$ cat config.mk
export PLATFORM = sky130hd
export DESIGN_NAME = clken_phase_divider_flat
export DESIGN_NICKNAME = d
export VERILOG_FILES = /design/src/rtl/clken_phase_divider_if.sv /design/src/rtl/clken_phase_divider.sv /design/src/flat_wrapper.sv
export SDC_FILE = /design/constraint.sdc
export NUM_CORES = 1
export LEC_CHECK = 0
export CORE_AREA = 2 2 39 41
export CTS_BUF_LIST = sky130_fd_sc_hd__clkbuf_8
export DETAILED_ROUTE_END_ITERATION = 12
export DIE_AREA = 0 0 41 43
export PLACE_DENSITY_LB_ADDON = 0.15
export REMOVE_ABC_BUFFERS = 1
export SKIP_CTS_REPAIR_TIMING = 1
export SLEW_MARGIN = 20
export SYNTH_ARGS = -nofsm -noshare
export SYNTH_HDL_FRONTEND = slang
export SYNTH_SLANG_ARGS = --single-unit
$ cat constraint.sdc
create_clock -name Clk -period 1.5 [get_ports Clk]
set_input_delay 0.225 -clock Clk [delete_from_list [all_inputs] [get_ports Clk]]
set_output_delay 0.225 -clock Clk [all_outputs]
set_load 0.02 [all_outputs]
$ cat src/rtl/clken_phase_divider_if.sv
// Signal bundle between the timing controller side and clken_phase_divider.
// Master drives the tick enable and hold; slave (the divider) drives the phase outputs.
interface clken_phase_divider_if #(
   parameter int unsigned DIVIDER    = 12,
   parameter int unsigned DEBT_WIDTH = 4
);
   localparam int unsigned PW = $clog2(DIVIDER);

   logic                  ClkEnIn;
   logic                  Hold;
   logic                  CycleEn;
   logic                  Phi2;
   logic [PW-1:0]         PhaseCount;
   logic [DEBT_WIDTH-1:0] Debt;
   logic                  CatchupReq;
   logic                  Overrun;

   modport master (
      output ClkEnIn, Hold,
      input  CycleEn, Phi2, PhaseCount, Debt, CatchupReq, Overrun
   );

   modport slave (
      input  ClkEnIn, Hold,
      output CycleEn, Phi2, PhaseCount, Debt, CatchupReq, Overrun
   );
endinterface

$ cat src/rtl/clken_phase_divider.sv
// Divides the master-tick enable into a CPU-cycle pulse and Phi2 level, banking held-off cycles.
// Define CLKEN_PHASE_DIVIDER_CATCHUP_EN to enable debt banking and idle-clock catch-up.
module clken_phase_divider #(
   parameter int unsigned DIVIDER    = 12,
   parameter int unsigned PHI_SPLIT  = 6,
   parameter int unsigned DEBT_WIDTH = 4
) (
   input  logic                   Clk,
   input  logic                   Reset,
   clken_phase_divider_if.slave   bus
);
   localparam int unsigned   PW    = $clog2(DIVIDER);
   localparam logic [PW-1:0] LAST  = PW'(DIVIDER - 1);
   localparam logic [PW-1:0] SPLIT = PW'(PHI_SPLIT);

   logic [PW-1:0] phase_q, phase_nxt;
   logic          cycle_q, cycle_nxt;
   logic          phi2_q;
   logic          overrun_q, overrun_nxt;
   logic          boundary;

   assign boundary = bus.ClkEnIn && (phase_q == LAST);

   always_comb begin
      phase_nxt = phase_q;
      if (bus.ClkEnIn) begin
         phase_nxt = boundary ? '0 : phase_q + PW'(1);
      end
   end

`ifdef CLKEN_PHASE_DIVIDER_CATCHUP_EN
   localparam logic [DEBT_WIDTH-1:0] DEBT_MAX = '1;

   logic [DEBT_WIDTH-1:0] debt_q, debt_nxt;
   logic                  catchup_q;

   // A boundary always wins over repayment; catch-up only uses idle, unheld clocks.
   always_comb begin
      cycle_nxt   = 1'b0;
      overrun_nxt = overrun_q;
      debt_nxt    = debt_q;
      if (boundary && bus.Hold) begin
         if (debt_q != DEBT_MAX) begin
            debt_nxt = debt_q + DEBT_WIDTH'(1);
         end else begin
            overrun_nxt = 1'b1;
         end
      end else if (boundary) begin
         cycle_nxt = 1'b1;
      end else if (!bus.Hold && !bus.ClkEnIn && (debt_q != '0)) begin
         cycle_nxt = 1'b1;
         debt_nxt  = debt_q - DEBT_WIDTH'(1);
      end
   end

   always_ff @(posedge Clk) begin
      if (Reset) begin
         debt_q    <= '0;
         catchup_q <= 1'b0;
      end else begin
         debt_q    <= debt_nxt;
         catchup_q <= (debt_nxt != '0);
      end
   end

   assign bus.Debt       = debt_q;
   assign bus.CatchupReq = catchup_q;
`else
   always_comb begin
      cycle_nxt   = 1'b0;
      overrun_nxt = overrun_q;
      if (boundary && bus.Hold) begin
         overrun_nxt = 1'b1;
      end else if (boundary) begin
         cycle_nxt = 1'b1;
      end
   end

   assign bus.Debt       = {DEBT_WIDTH{1'b0}};
   assign bus.CatchupReq = 1'b0;
`endif

   always_ff @(posedge Clk) begin
      if (Reset) begin
         phase_q   <= '0;
         cycle_q   <= 1'b0;
         phi2_q    <= 1'b0;
         overrun_q <= 1'b0;
      end else begin
         phase_q   <= phase_nxt;
         cycle_q   <= cycle_nxt;
         phi2_q    <= (phase_nxt >= SPLIT);
         overrun_q <= overrun_nxt;
      end
   end

   assign bus.PhaseCount = phase_q;
   assign bus.CycleEn    = cycle_q;
   assign bus.Phi2       = phi2_q;
   assign bus.Overrun    = overrun_q;
endmodule
$ cat src/flat_wrapper.sv
// flat-port wrapper written by rule: the top's interface ports become plain ports
module clken_phase_divider_flat 
#(
   parameter int unsigned DIVIDER    = 12,
   parameter int unsigned PHI_SPLIT  = 6,
   parameter int unsigned DEBT_WIDTH = 4
)
  (Clk, Reset, bus_ClkEnIn, bus_Hold, bus_CycleEn, bus_Phi2, bus_PhaseCount, bus_Debt, bus_CatchupReq, bus_Overrun);
  clken_phase_divider_if #(.DIVIDER(DIVIDER), .DEBT_WIDTH(DEBT_WIDTH)) bus_i ();
  input  logic Clk;
  input  logic Reset;
  input wire logic [$bits(bus_i.ClkEnIn)-1:0] bus_ClkEnIn;
  input wire logic [$bits(bus_i.Hold)-1:0] bus_Hold;
  output wire logic [$bits(bus_i.CycleEn)-1:0] bus_CycleEn;
  output wire logic [$bits(bus_i.Phi2)-1:0] bus_Phi2;
  output wire logic [$bits(bus_i.PhaseCount)-1:0] bus_PhaseCount;
  output wire logic [$bits(bus_i.Debt)-1:0] bus_Debt;
  output wire logic [$bits(bus_i.CatchupReq)-1:0] bus_CatchupReq;
  output wire logic [$bits(bus_i.Overrun)-1:0] bus_Overrun;
  assign bus_i.ClkEnIn = bus_ClkEnIn;
  assign bus_i.Hold = bus_Hold;
  assign bus_CycleEn = bus_i.CycleEn;
  assign bus_Phi2 = bus_i.Phi2;
  assign bus_PhaseCount = bus_i.PhaseCount;
  assign bus_Debt = bus_i.Debt;
  assign bus_CatchupReq = bus_i.CatchupReq;
  assign bus_Overrun = bus_i.Overrun;
  clken_phase_divider #(.DIVIDER(DIVIDER), .PHI_SPLIT(PHI_SPLIT), .DEBT_WIDTH(DEBT_WIDTH)) u_core (.Clk(Clk), .Reset(Reset), .bus(bus_i));
endmodule
==> metrics.yaml, run 1 <==
sta:
  rsz0062_at_grt: "false"
  fin_skew_ps: 4.27
  period_minus_slack_ps: 1440
  fin_ws_ps: 63.4
  timing.hold.ws_ps: 469
  clock.fmax_ghz: 0.696
  fin_crit_sh: 0.958
  setup_tns_ps: 0
  setup_viol: 0
  slew_viol_final: 0
  hold_violations: 0
floorplan:
  dieArea_um2: 1760
  std_cell_rows: 14
  die_height_um: 43
  core-area_um2: 1380
  pin_count: 16
  die_x_um: 41
  start_util: 0.259
final_layout:
  final_core_util: 0.360
  layout_common_cells: "clkdlybuf4s50_1 (7), dfxtp_1 (7), conb_1 (5)"
  num-fill-cells: 154
  area_delta_synth_final_pct: 38.7
  final_net_count: 56
  final_cells: 66
  stdcell_area_um2: 498
  drive_gt1_frac: 0.0800
  diodes: 0
power_and_ir_drop:
  leakagePower_nw: 0.249
  fin_total_pwr_mw: 0.503
  internal_power_mw: 0.391
  peakVddDrop_mv: 0.517
  seqPwrFrac: 0.391
  p_per_area_nw_per_um2: 1010
  comb_power_share: 0.110
  swShare: 0.223
  p_switching_mw: 0.112
  pwr-share-clk: 0.500
setup_path:
  path_cells: "clkdlybuf4s50_1"
  endpoint_kind: "output pin"
  arrival_ps: 1210
  worstSetupStartpointType: "flop"
  cp_top_family: "buffers and inverters"
  cp_slowest_cell: "clkdlybuf4s50_1"
  critPathKind: "flop to output pin"
  max_stage_delay_ps: 620
  cp_num_buf_inv: 1
  required_ps: 1270
  cp_max_fo: 4
global_routing:
  grt_max_degree: 10
  grt_pass1_wl_um: 979
  overflow: 0
  grt_usage: 0.0886
  grt_pass1_vias: 226
  antenna_found_initial: 0
placement:
  dp_worst_setup_slack_ps: -53.7
  gp_congestion: 0.785
  place_area_um2: 445
  dpl.hpwl_um: 495
  dp.cells: 62
  port_buffers: 10
clocking:
  clkLatencyLatePin_ps: 220
  numCtsBuffers: 3
  path_clk_slew_ps: 40
  cts_tree: "built"
  clock-sinks: 7
  cts.htree.levels: 1
  root_buffer: "clkbuf_8"
  cts_buffer_depth: 2
detailed_routing:
  dr_total_vias: 286
  viasPerCell: 4.33
  wl_um: 665
  drt_iter0_drc: 4
  ant_nets: 0
  wl_per_cell_um: 10.1
  drcViolationCount: 0
  drt_first_pass_iters: 3
synth:
  ys_warn_count: 0
  syn_avg_cell_area_um2: 9.45
  yosysSeqAreaShare: 0.390
  syn_inst: 38
  netlist_area_um2: 359
  synth_cell_types: 22
  ys_ff_latch: 7
run:
  maxCapViolations: 0
hold_path:
  min_path_type: "flop to flop"
outcome:
  status: "finished clean"
==> cells in the mapped netlist <==
cell	number	share of area
o211ai_1	1	0.021
xor2_1	1	0.024
mux2i_1	1	0.028
and2b_1	1	0.021
dfxtp_1	7	0.39
conb_1	1	0.010
nor2b_1	1	0.017
buf_4	5	0.10
and4b_1	1	0.028
nor3_1	3	0.042
a21o_1	1	0.021
nand2_4	1	0.031
nor2_1	2	0.021
ha_1	1	0.035
or3_1	1	0.017
buf_6	1	0.031
a31oi_1	1	0.017
nand3b_1	1	0.021
nand4b_1	2	0.049
a21oi_1	3	0.042
nand4_1	1	0.017
nand2_1	1	0.010
==> state kept, by name, summed over array words and instances (netlist names) <==
signal and cells:
u_core.bus.PhaseCount 4, u_core.bus.CycleEn 1, u_core.bus.Overrun 1, u_core.bus.Phi2 1
==> worst paths after layout <==
check | cells past startpoint | endpoint | from | slack (ps)
worst max-delay path | 1 | bus_PhaseCount[1] | u_core.bus.PhaseCount[1]$_SDFF_PP0_ | 60
worst min-delay path | 2 | u_core.bus.Overrun$_SDFFE_PP0P_ | u_core.bus.Overrun$_SDFFE_PP0P_ | 470
worst max register to register | 4 | u_core.bus.PhaseCount[2]$_SDFF_PP0_ | u_core.bus.PhaseCount[0]$_SDFF_PP0_ | 270
worst min register to register | 2 | u_core.bus.Overrun$_SDFFE_PP0P_ | u_core.bus.Overrun$_SDFFE_PP0P_ | 470
==> power groups by stage <==
| stage | registers [mW] | logic [mW] | clock network (mW) |
|---|---|---|---|
| after floorplan | 0.204 | 0.0251 | 0 |
| after global placement | 0.199 | 0.0545 | 0 |
| after detailed placement | 0.200 | 0.0552 | 0 |
| after CTS | 0.197 | 0.0553 | 0.263 |
| after global routing | 0.197 | 0.0589 | 0.286 |
| final | 0.197 | 0.0551 | 0.251 |
==> routing by layer <==
layer  vias up  routed length (µm)  share of wire  global-route usage
li1        150                   -              -                   -
met1       129                 277           0.42               0.101
met2         7                 339           0.51               0.113
met3         0                  48          0.072              0.0785
met4         0                   0              0              0.0400
met5         -                   0              0                   0
==> cell type report <==
| class | instances | area (µm²) | area share |
|---|---|---|---|
| multi-input cells | 29 | 185 | 0.372 |
| flip-flops and latches | 7 | 140 | 0.281 |
| repair buffers | 10 | 108 | 0.216 |
| clock buffers | 3 | 41.3 | 0.0829 |
| well taps | 16 | 20.0 | 0.0402 |
| clock inverters | 1 | 3.75 | 0.00754 |
==> cells by family (layout without fill, tap and decap cells) <==
logic type / count (synthesis) / count (layout) / share of synthesized area
AOI/OAI and AO/OA: 6 / 6 / 0.101
xor gates and xnor gates: 1 / 1 / 0.0244
adders and majority gates: 1 / 1 / 0.0348
buffers and inverters: 6 / 14 / 0.136
DFF: 7 / 7 / 0.390
muxes: 1 / 1 / 0.0279
other: 1 / 5 / 0.0104
and+or+nand+nor: 15 / 15 / 0.275
Power figures use the tool's default switching activity.
==> inputs of run 2 (changes only) <==
--- a/config.mk
+++ b/config.mk
@@ -9,10 +9,11 @@
 export CTS_BUF_LIST = sky130_fd_sc_hd__clkbuf_8
 export DETAILED_ROUTE_END_ITERATION = 12
 export DIE_AREA = 0 0 41 43
-export PLACE_DENSITY_LB_ADDON = 0.15
+export PLACE_DENSITY = 0.55
 export REMOVE_ABC_BUFFERS = 1
 export SKIP_CTS_REPAIR_TIMING = 1
 export SLEW_MARGIN = 20
 export SYNTH_ARGS = -nofsm -noshare
 export SYNTH_HDL_FRONTEND = slang
 export SYNTH_SLANG_ARGS = --single-unit
+export TNS_END_PERCENT = 1
==> run 2 against run 1 <==
  * Flip-flop and latch count is the same
  * Global-route usage grew 0.20 points
  * Critical endpoint unchanged
  * Non-clock buffer count grew 1
  * Die area is the same
  * Critical path depth is the same
  * Clock power is essentially flat
  * Power is essentially flat
  * Cell count grew 1.5%
  * Register-to-register slack lost 20 ps
  * Combinational power grew 2%
  * First-iteration DRC count grew to 2.8 times the previous value
==> metrics.yaml, run 2 (synthesis gave the netlist of run 1 again) <==
hold_path:
  worstHoldStart: "u_core.bus.Overrun$_SDFFE_PP0P_"
  min_path_type: "flop to flop"
  min_delay_path_depth: 2  # unchanged
  whs_endpoint: "u_core.bus.Overrun$_SDFFE_PP0P_"
global_routing:
  grt_pass1_wl_um: 1060  # +8.5%
  overflow: 0  # unchanged
  grt_max_degree: 9  # -1
  antenna_found_initial: 0  # unchanged
  grt_usage: 0.0906  # +0.00201
  grt.busiest_layer: "met1"
  met3_usage: 0.0838  # +0.00524
  met1_usage: 0.123  # +0.0227
  globalRouteMet2Util: 0.113  # unchanged
  grt_pass1_vias: 251  # +11%
setup_path:
  endpoint_kind: "output pin"
  r2r_cells: 4  # unchanged
  cp_max_fo: 4  # unchanged
  critPathKind: "flop to output pin"
  r2r_start: "u_core.bus.PhaseCount[0]$_SDFF_PP0_"
  path_cells: "clkdlybuf4s50_1"
  required_ps: 1270  # about the same
  rrSetupSlack_ps: 250  # -20 ps
  cp_num_buf_inv: 1  # unchanged
  cp_top_family: "buffers and inverters"
  arrival_ps: 1200  # about the same
  r2r-end: "u_core.bus.PhaseCount[2]$_SDFF_PP0_"
  max_stage_delay_ps: 620  # about the same
  cp_slowest_cell: "clkdlybuf4s50_1"
  worstSetupStartpointType: "flop"
placement:
  place_area_um2: 453  # +1.7%
  dp.cells: 63  # +1.6%
  dpl.hpwl_um: 501  # +1.4%
  gp_congestion: 0.737  # -6.2%
  port_buffers: 10  # unchanged
clocking:
  cts_tree: "built"
  cts.htree.levels: 1  # unchanged
  clkLatencyLatePin_ps: 220  # about the same
  numCtsBuffers: 3  # unchanged
  cts_buffer_depth: 2  # unchanged
  clock-sinks: 7  # unchanged
  root_buffer: "clkbuf_8"
  path_clk_slew_ps: 40  # about the same
floorplan:
  pin_count: 16  # unchanged
  core-area_um2: 1380  # unchanged
  die_x_um: 41  # unchanged
  dieArea_um2: 1760  # unchanged
  std_cell_rows: 14  # unchanged
  start_util: 0.259  # unchanged
  die_height_um: 43  # unchanged
power_and_ir_drop:
  leakagePower_nw: 0.236  # -5.3%
  peakVddDrop_mv: 0.579  # +12%
  p_per_area_nw_per_um2: 1000  # -0.93%
final_layout:
  final_cells: 67  # +1.5%
  layout_common_cells: "clkdlybuf4s50_1 (8), dfxtp_1 (7), conb_1 (5)"
  area_delta_synth_final_pct: 40.1
  ff_latch_area_um2: 140  # unchanged
  num-fill-cells: 141  # -8.4%
  diodes: 0  # unchanged
  multi_input_area_um2: 185  # unchanged
  drive_gt1_frac: 0.0980  # +0.0180
  final_net_count: 57  # +1.8%
  layout_commonest_cell: "clkdlybuf4s50_1"
  largest_register_ffs: 4  # unchanged
  stdcell_area_um2: 503  # +1.0%
sta:
  slew_viol_final: 0  # unchanged
  hold_violations: 0  # unchanged
  setup_viol: 0  # unchanged
  fin_skew_ps: 0.618  # -3.66 ps
  rsz0062_at_grt: "false"
  fin_crit_sh: 0.953  # -0.00505
  clock.fmax_ghz: 0.700  # +0.53%
  period_minus_slack_ps: 1430  # -7.58 ps
outcome:
  status: "finished clean"
detailed_routing:
  drt_first_pass_iters: 4  # +1
  ant_nets: 0  # unchanged
  wl_um: 675  # +1.5%
  wl_per_cell_um: 10.1  # about the same
  dr_total_vias: 303  # +5.9%
  viasPerCell: 4.52  # +4.4%
  drcViolationCount: 0  # unchanged
  drt_iter0_drc: 11  # +7
run:
  maxCapViolations: 0  # unchanged
-- run 2: report_power, final --
| part | internal (mW) | switching [mW] |
|---|---|---|
| sequential | 0.192 | 0.00438 |
| combinational | 0.0231 | 0.0329 |
| clock | 0.176 | 0.0749 |
-- run 2: metal layers --
layer / wire, µm / part of all wire
met2: 308 / 0.46
met5: 0 / 0
met4: 0 / 0
met3: 87 / 0.13
met1: 279 / 0.41
-- run 2: final cells by class --
type | count | share of cell area
multi-input combinational | 29 | 0.368
sequential | 7 | 0.279
timing repair buffer | 11 | 0.224
clock buffer | 3 | 0.0821
tap | 16 | 0.0398
clock inverter | 1 | 0.00746
-- run 2: how the worst max path moves through the flow --
stage,from,cells past startpoint,endpoint,slack [ps]
3_5_place_dp,bus_ClkEnIn,4,u_core.bus.Phi2$_SDFF_PP0_,-30
3_3_place_gp,bus_ClkEnIn,4,u_core.bus.Phi2$_SDFF_PP0_,30
4_1_cts,u_core.bus.PhaseCount[3]$_SDFF_PP0_,1,bus_PhaseCount[3],-50
5_1_grt,u_core.bus.PhaseCount[1]$_SDFF_PP0_,1,bus_PhaseCount[1],30
2_1_floorplan,u_core.bus.PhaseCount[0]$_SDFF_PP0_,4,u_core.bus.PhaseCount[2]$_SDFF_PP0_,210
6_report,u_core.bus.PhaseCount[1]$_SDFF_PP0_,1,bus_PhaseCount[1],70
-- run 2: metrics by stage --
stage | hold slack (ps) | setup slack, ps | power (mW) | TNS (ps) | utilization
6_report | 463 | 71.0 | 0.503 | 0 | 0.363
5_1_grt | 497 | 34.0 | 0.527 | 0 | 0.363
4_1_cts | 476 | -49.2 | 0.513 | -49.2 | 0.360
3_5_place_dp | 466 | -26.9 | 0.255 | -26.9 | 0.327
3_3_place_gp | 457 | 25.6 | 0.256 | 0 | 0.327
2_1_floorplan | 294 | 205 | 0.229 | 0 | -
